**src/rtl/nn_pipe_ctrl.sv**
```systemverilog
// nn_pipe_ctrl: pipeline controller for the 3-stage (IF / ID / EX-WB) NN processor.
// Owns the PC, the fetch handshake, the IF/ID register, EX valid tracking,
// RAW forwarding selects, load-use stalls, HALT detection and perf counters.
module nn_pipe_ctrl #(
  parameter int unsigned         BUS_WIDTH = 32,
  parameter int unsigned         PC_WIDTH  = 16,
  parameter int unsigned         REGISTER  = 6,
  parameter int unsigned         OPCODE    = 4,
  parameter logic [OPCODE-1:0]   HALT_OP   = 4'hF,
  parameter logic [PC_WIDTH-1:0] RESET_PC  = '0
) (
  input  logic                 CLK,
  input  logic                 RST_N,
  output logic                 imem_req,
  output logic [PC_WIDTH-1:0]  imem_addr,
  input  logic                 imem_ack,
  input  logic [BUS_WIDTH-1:0] imem_data,
  output logic [BUS_WIDTH-1:0] instr_d,
  output logic                 instr_d_valid,
  input  logic                 id_reg_write,
  input  logic                 id_is_load,
  input  logic [REGISTER-1:0]  id_dst,
  output logic                 idex_load,
  output logic                 idex_bubble,
  output logic                 fwd_a,
  output logic                 fwd_b,
  output logic                 fwd_c,
  output logic                 stall,
  output logic                 ex_valid,
  output logic                 halted,
  output logic [BUS_WIDTH-1:0] cycle_cnt,
  output logic [BUS_WIDTH-1:0] retired_cnt,
  output logic [BUS_WIDTH-1:0] stall_cnt
);

  localparam logic [PC_WIDTH-1:0]  PC_ONE  = PC_WIDTH'(1);
  localparam logic [BUS_WIDTH-1:0] CNT_ONE = BUS_WIDTH'(1);

  logic [PC_WIDTH-1:0]  pc_q, pc_d;
  logic [BUS_WIDTH-1:0] ifid_q, ifid_d;
  logic                 ifid_valid_q, ifid_valid_d;
  logic                 ex_valid_q, ex_valid_d;
  logic                 ex_reg_write_q, ex_reg_write_d;
  logic                 ex_is_load_q, ex_is_load_d;
  logic [REGISTER-1:0]  ex_dst_q, ex_dst_d;
  logic                 halted_q, halted_d;
  logic [BUS_WIDTH-1:0] cycle_cnt_q, cycle_cnt_d;
  logic [BUS_WIDTH-1:0] retired_cnt_q, retired_cnt_d;
  logic [BUS_WIDTH-1:0] stall_cnt_q, stall_cnt_d;

  logic [REGISTER-1:0]  src_a, src_b, src_c;
  logic [OPCODE-1:0]    opcode;
  logic                 hit_a, hit_b, hit_c;
  logic                 stall_w, issue, halt_take, req_w, fetch;

  // Hazard detection on the instruction sitting in ID against the one in EX
  always_comb begin
    src_a     = ifid_q[27 -: REGISTER];
    src_b     = ifid_q[21 -: REGISTER];
    src_c     = ifid_q[15 -: REGISTER];
    opcode    = ifid_q[BUS_WIDTH-1 -: OPCODE];
    hit_a     = ifid_valid_q & ex_valid_q & ex_reg_write_q & (src_a == ex_dst_q);
    hit_b     = ifid_valid_q & ex_valid_q & ex_reg_write_q & (src_b == ex_dst_q);
    hit_c     = ifid_valid_q & ex_valid_q & ex_reg_write_q & (src_c == ex_dst_q);
    stall_w   = (hit_a | hit_b | hit_c) & ex_is_load_q;
    issue     = ifid_valid_q & ~stall_w;
    halt_take = issue & (opcode == HALT_OP);
    req_w     = ~halted_q & ~stall_w;
    fetch     = req_w & imem_ack;
  end

  // Next-state for PC, IF/ID, EX tracking, HALT flag and counters
  always_comb begin
    pc_d         = pc_q;
    ifid_d       = ifid_q;
    ifid_valid_d = ifid_valid_q;
    if (fetch) begin
      pc_d = pc_q + PC_ONE;
      // the word returned alongside an issuing HALT is dropped, but its address is consumed
      if (halt_take) begin
        ifid_valid_d = 1'b0;
      end else begin
        ifid_d       = imem_data;
        ifid_valid_d = 1'b1;
      end
    end else if (!stall_w) begin
      ifid_valid_d = 1'b0;
    end

    ex_valid_d     = issue & ~halted_q;
    ex_reg_write_d = ex_valid_d & id_reg_write;
    ex_is_load_d   = ex_valid_d & id_is_load;
    ex_dst_d       = id_dst;

    halted_d       = halted_q | halt_take;

    cycle_cnt_d    = halted_q   ? cycle_cnt_q : cycle_cnt_q + CNT_ONE;
    retired_cnt_d  = ex_valid_q ? retired_cnt_q + CNT_ONE : retired_cnt_q;
    stall_cnt_d    = stall_w    ? stall_cnt_q + CNT_ONE : stall_cnt_q;
  end

  // Fetch state: program counter and IF/ID instruction register
  always_ff @(posedge CLK or negedge RST_N) begin
    if (!RST_N) begin
      pc_q         <= RESET_PC;
      ifid_q       <= '0;
      ifid_valid_q <= 1'b0;
    end else begin
      pc_q         <= pc_d;
      ifid_q       <= ifid_d;
      ifid_valid_q <= ifid_valid_d;
    end
  end

  // EX-stage shadow of the decoded controls, bubbles carry no write enables
  always_ff @(posedge CLK or negedge RST_N) begin
    if (!RST_N) begin
      ex_valid_q     <= 1'b0;
      ex_reg_write_q <= 1'b0;
      ex_is_load_q   <= 1'b0;
      ex_dst_q       <= '0;
    end else begin
      ex_valid_q     <= ex_valid_d;
      ex_reg_write_q <= ex_reg_write_d;
      ex_is_load_q   <= ex_is_load_d;
      ex_dst_q       <= ex_dst_d;
    end
  end

  // Sticky HALT flag
  always_ff @(posedge CLK or negedge RST_N) begin
    if (!RST_N) begin
      halted_q <= 1'b0;
    end else begin
      halted_q <= halted_d;
    end
  end

  // Performance counters, free-wrapping
  always_ff @(posedge CLK or negedge RST_N) begin
    if (!RST_N) begin
      cycle_cnt_q   <= '0;
      retired_cnt_q <= '0;
      stall_cnt_q   <= '0;
    end else begin
      cycle_cnt_q   <= cycle_cnt_d;
      retired_cnt_q <= retired_cnt_d;
      stall_cnt_q   <= stall_cnt_d;
    end
  end

  assign imem_req      = req_w;
  assign imem_addr     = pc_q;
  assign instr_d       = ifid_q;
  assign instr_d_valid = ifid_valid_q;
  assign idex_load     = issue;
  assign idex_bubble   = ~issue;
  assign fwd_a         = hit_a & ~ex_is_load_q;
  assign fwd_b         = hit_b & ~ex_is_load_q;
  assign fwd_c         = hit_c & ~ex_is_load_q;
  assign stall         = stall_w;
  assign ex_valid      = ex_valid_q;
  assign halted        = halted_q;
  assign cycle_cnt     = cycle_cnt_q;
  assign retired_cnt   = retired_cnt_q;
  assign stall_cnt     = stall_cnt_q;

endmodule
```
**config.mk**
```make
export PLATFORM = sky130hd
export DESIGN_NAME = nn_pipe_ctrl
export DESIGN_NICKNAME = d
export VERILOG_FILES = /design/src/rtl/nn_pipe_ctrl.sv
export SDC_FILE = /design/constraint.sdc
export NUM_CORES = 1
export LEC_CHECK = 0
export ABC_AREA = 1
export BUFFER_PORTS_ARGS = -buffer_cell sky130_fd_sc_hd__buf_4
export CORE_MARGIN = 2
export CORE_UTILIZATION = 49
export DETAILED_ROUTE_END_ITERATION = 10
export GPL_TIMING_DRIVEN = 0
export PLACE_DENSITY = 0.77
export SLEW_MARGIN = 20
export SYNTH_ARGS = -nofsm -noshare
export SYNTH_HDL_FRONTEND = slang
export SYNTH_SLANG_ARGS = --single-unit
```
**constraint.sdc**
```tcl
create_clock -name CLK -period 1.7 [get_ports CLK]
set_input_delay 0.17 -clock CLK [delete_from_list [all_inputs] [get_ports CLK]]
set_output_delay 0.17 -clock CLK [all_outputs]
set_load 0.02 [all_outputs]
```
==> results.txt <==
CP max FO -> 6
CP Capture Type -> flop
Synthesized Nets -> 1019
CP max-delay cell -> dfrtp_2
startpoint types -> flop
number of antenna violations at the first check in global routing -> 0
fmax -> 441 MHz
Starting Density -> 50.1%
CTS sink count -> 155
most frequent cells in the layout -> buf_4 (249), nand2_1 (198), dfrtp_1 (133), inv_1 (103), nand2_2 (70)
largest net degree at the start of global routing -> 92
Vias/cell -> 5.50
Port-buffer cells -> 196
die area -> 17300 um2
share of layout cells above drive strength 1 -> 41.7%
Core ar. -> 15900 um2
fin cells -> 1545
post-synthesis area per instance -> 8.19 um2
Mapped Cells -> 972
synthesis warning total -> 0
Fin Clk Skew -> 13.2 ps
Diodes inserted -> 0
Cell Chain, Critical Path -> nand2_1, inv_1, nor2_2, nor2_1, nand3_2, nand3_2, nand2_4, nand2_4, nor2_4, nand2_8, buf_12, buf_16, nand2_2, nand2_1
drc violations -> 0
Internal -> 9430 uW
Cells after DPL -> 1385
most common cell after layout, fill and taps aside -> buf_4
IO Count -> 197
total CTS buffers -> 17
Initial DRT Pass Iterations -> 6
Yosys cell types -> 33
ANT nets after route -> 0
Pins Over Slew Limit -> 0
Clk Tree Root Cell -> clkbuf_16
critical path's largest stage delay -> 460 ps
synthesized flop and latch total -> 155
first-pass GRT wire length -> 37700 um
maximum clock path buffer count -> 2
Area growth syn-to-layout -> 58.6%
Placed Area -> 9790 um2
Sw Share -> 38.6%
Max-Cap Viols -> 0
Peak supply drop -> 1.25 mV
CP required -> 2020 ps
dominant synthesized flop cell -> dfrtp_1
Static Leak -> 0.00644 uW
Max-slew headroom -> 60.8%
Final Hold Fails -> 0
WL final -> 28500 um
initial DRC count -> 817
Critical Path AT -> 2590 ps
fin nets -> 1364
Rows -> 46
GRT Total Usage -> 26.7%
violated checks -> negative setup slack
clock power share -> 25.3%
Post-synth ARST share -> 100%
PwrDens -> 1220 nW/um2
Tcrit/Tclk final -> 133%
vias in the first global route -> 7631
RSZ-0062 raised after global routing -> yes
CTS tree -> yes
setup ws final -> -567 ps
Final GP Congestion -> 0.892
number of flops mapped to enable cells by yosys -> 0
Clock Latency Late Sink -> 430 ps
fin crit period -> 2270 ps
Post-Syn Area -> 7960 um2
Crit Path Class -> reg -> reg
Final setup viols -> 97
die width -> 131 um
Seq/Total Area, Yosys -> 48.7%
average wire per standard cell -> 18.5 um
H-tree lvl count -> 4
fin area -> 12600 um2
outcome -> finished with violations
GR Overflow Total -> 0
Reg power frac -> 34.6%
Final HPWL DP -> 15000 um
via count -> 8505
Slew @ Worst Pin -> 584 ps
combinational share of power -> 40.0%
Hold WC Path Type -> in -> reg
Post-Route Utilization -> 79.5%
CTS clk-pin slew, worst paths -> 70 ps
switching power -> 5920 uW
die height -> 131 um
-- sequential cells by signal (all words and copies together), names as in the netlist --
| register | flops |
|---|---|
| cycle_cnt | 32 |
| ex_dst_q | 6 |
| ex_is_load_q | 1 |
| ex_reg_write_q | 1 |
| ex_valid | 1 |
| halted | 1 |
| imem_addr | 16 |
| instr_d | 32 |
| instr_d_valid | 1 |
| retired_cnt | 32 |
| stall_cnt | 32 |
-- stage by stage --
stage	hold slack [ps]	TNS [ps]	setup slack (ps)	total power (uW)
after floorplan	-126	-27.9	-27.9	7230
after global placement	280	-57520	-471	8920
final	7.66	-34440	-567	15300
after detailed placement	143	-10130	-199	9000
after global routing	-2.63	-40700	-635	15900
after CTS	4.49	-18820	-384	13600
-- what timing repair did --
action | in CTS | in global routing
hold buffers | 38 | 0
gates cloned | 5 | 5
endpoints found under the setup margin | 97 | 114
resized for setup | 76 | 247
hold endpoints to repair | 101 | 0
setup buffers | 33 | 53
pin swaps | 24 | 55
-- logic make-up after synthesis --
kind of cell / count (synthesis) / share of synthesized area [%]
XOR/XNOR: 105 / 11.6
AND/OR/NAND/NOR: 552 / 30.8
buffers and inverters: 132 / 6.77
adder cells (fa/ha/maj): 4 / 0.629
flip-flops: 155 / 48.7
AO/OA/AOI/OAI: 24 / 1.51
-- cell usage after synthesis, types with 5 or more instances --
cell type,instances,area (um2)
nand2_1,288,1080
dfrtp_1,155,3880
inv_1,113,424
nor2_1,93,349
nand3_1,77,385
xor2_1,74,648
nor3_1,32,160
xnor2_1,31,272
nand4_1,27,169
o21ai_0,20,100
buf_2,10,50.1
buf_4,5,37.5
nand2_2,5,31.3
nor2_2,5,31.3
nor4_1,5,31.3
-- critical path, delay by kind of cell (launching register included) --
family / cells / cell delay (ps)
buffers and inverters: 3 / 370
DFF: 1 / 460
and+or+nand+nor: 11 / 1310
-- layer usage --
layer  track usage [%]  up-vias  share of wire (%)
met5                 0        -                  0
met4              10.3        0                4.9
met3              6.29      154                8.2
met2              45.3      539                 50
met1              33.2     4082                 37
li1                  -     3730                  -
-- worst paths after layout --
kind                                 startpoint         endpoint  slack [ps]  depth (start not counted)
worst min-delay path              imem_data[13]      instr_d[13]           8                          3
worst max-delay path                ex_dst_q[1]       instr_d[5]        -570                         14
min in group asynchronous                 RST_N  retired_cnt[29]         270                          2
max in group asynchronous                 RST_N      instr_d[17]         600                          3
worst min register to register  retired_cnt[31]  retired_cnt[31]         470                          1
worst max register to register      ex_dst_q[1]       instr_d[5]        -570                         14
-- area by class of cell --
type,count,area [um2]
buffer,13,174
clock buffer,24,502
clock inverter,7,87.6
fill,906,3260
inverter,116,472
multi-input combinational,685,4350
sequential,155,3910
tap,216,270
timing repair buffer,329,2870
-- power groups by stage --
| stage | Sequential [uW] | Clock (uW) | Combinational, uW |
|---|---|---|---|
| 6_report | 5310 | 3890 | 6150 |
| 5_1_grt | 5350 | 4070 | 6440 |
| 4_1_cts | 5040 | 3830 | 4720 |
| 3_5_place_dp | 5110 | 0 | 3900 |
| 3_3_place_gp | 5110 | 0 | 3820 |
| 2_1_floorplan | 5730 | 0 | 1500 |
Power figures use the tool's default switching activity.
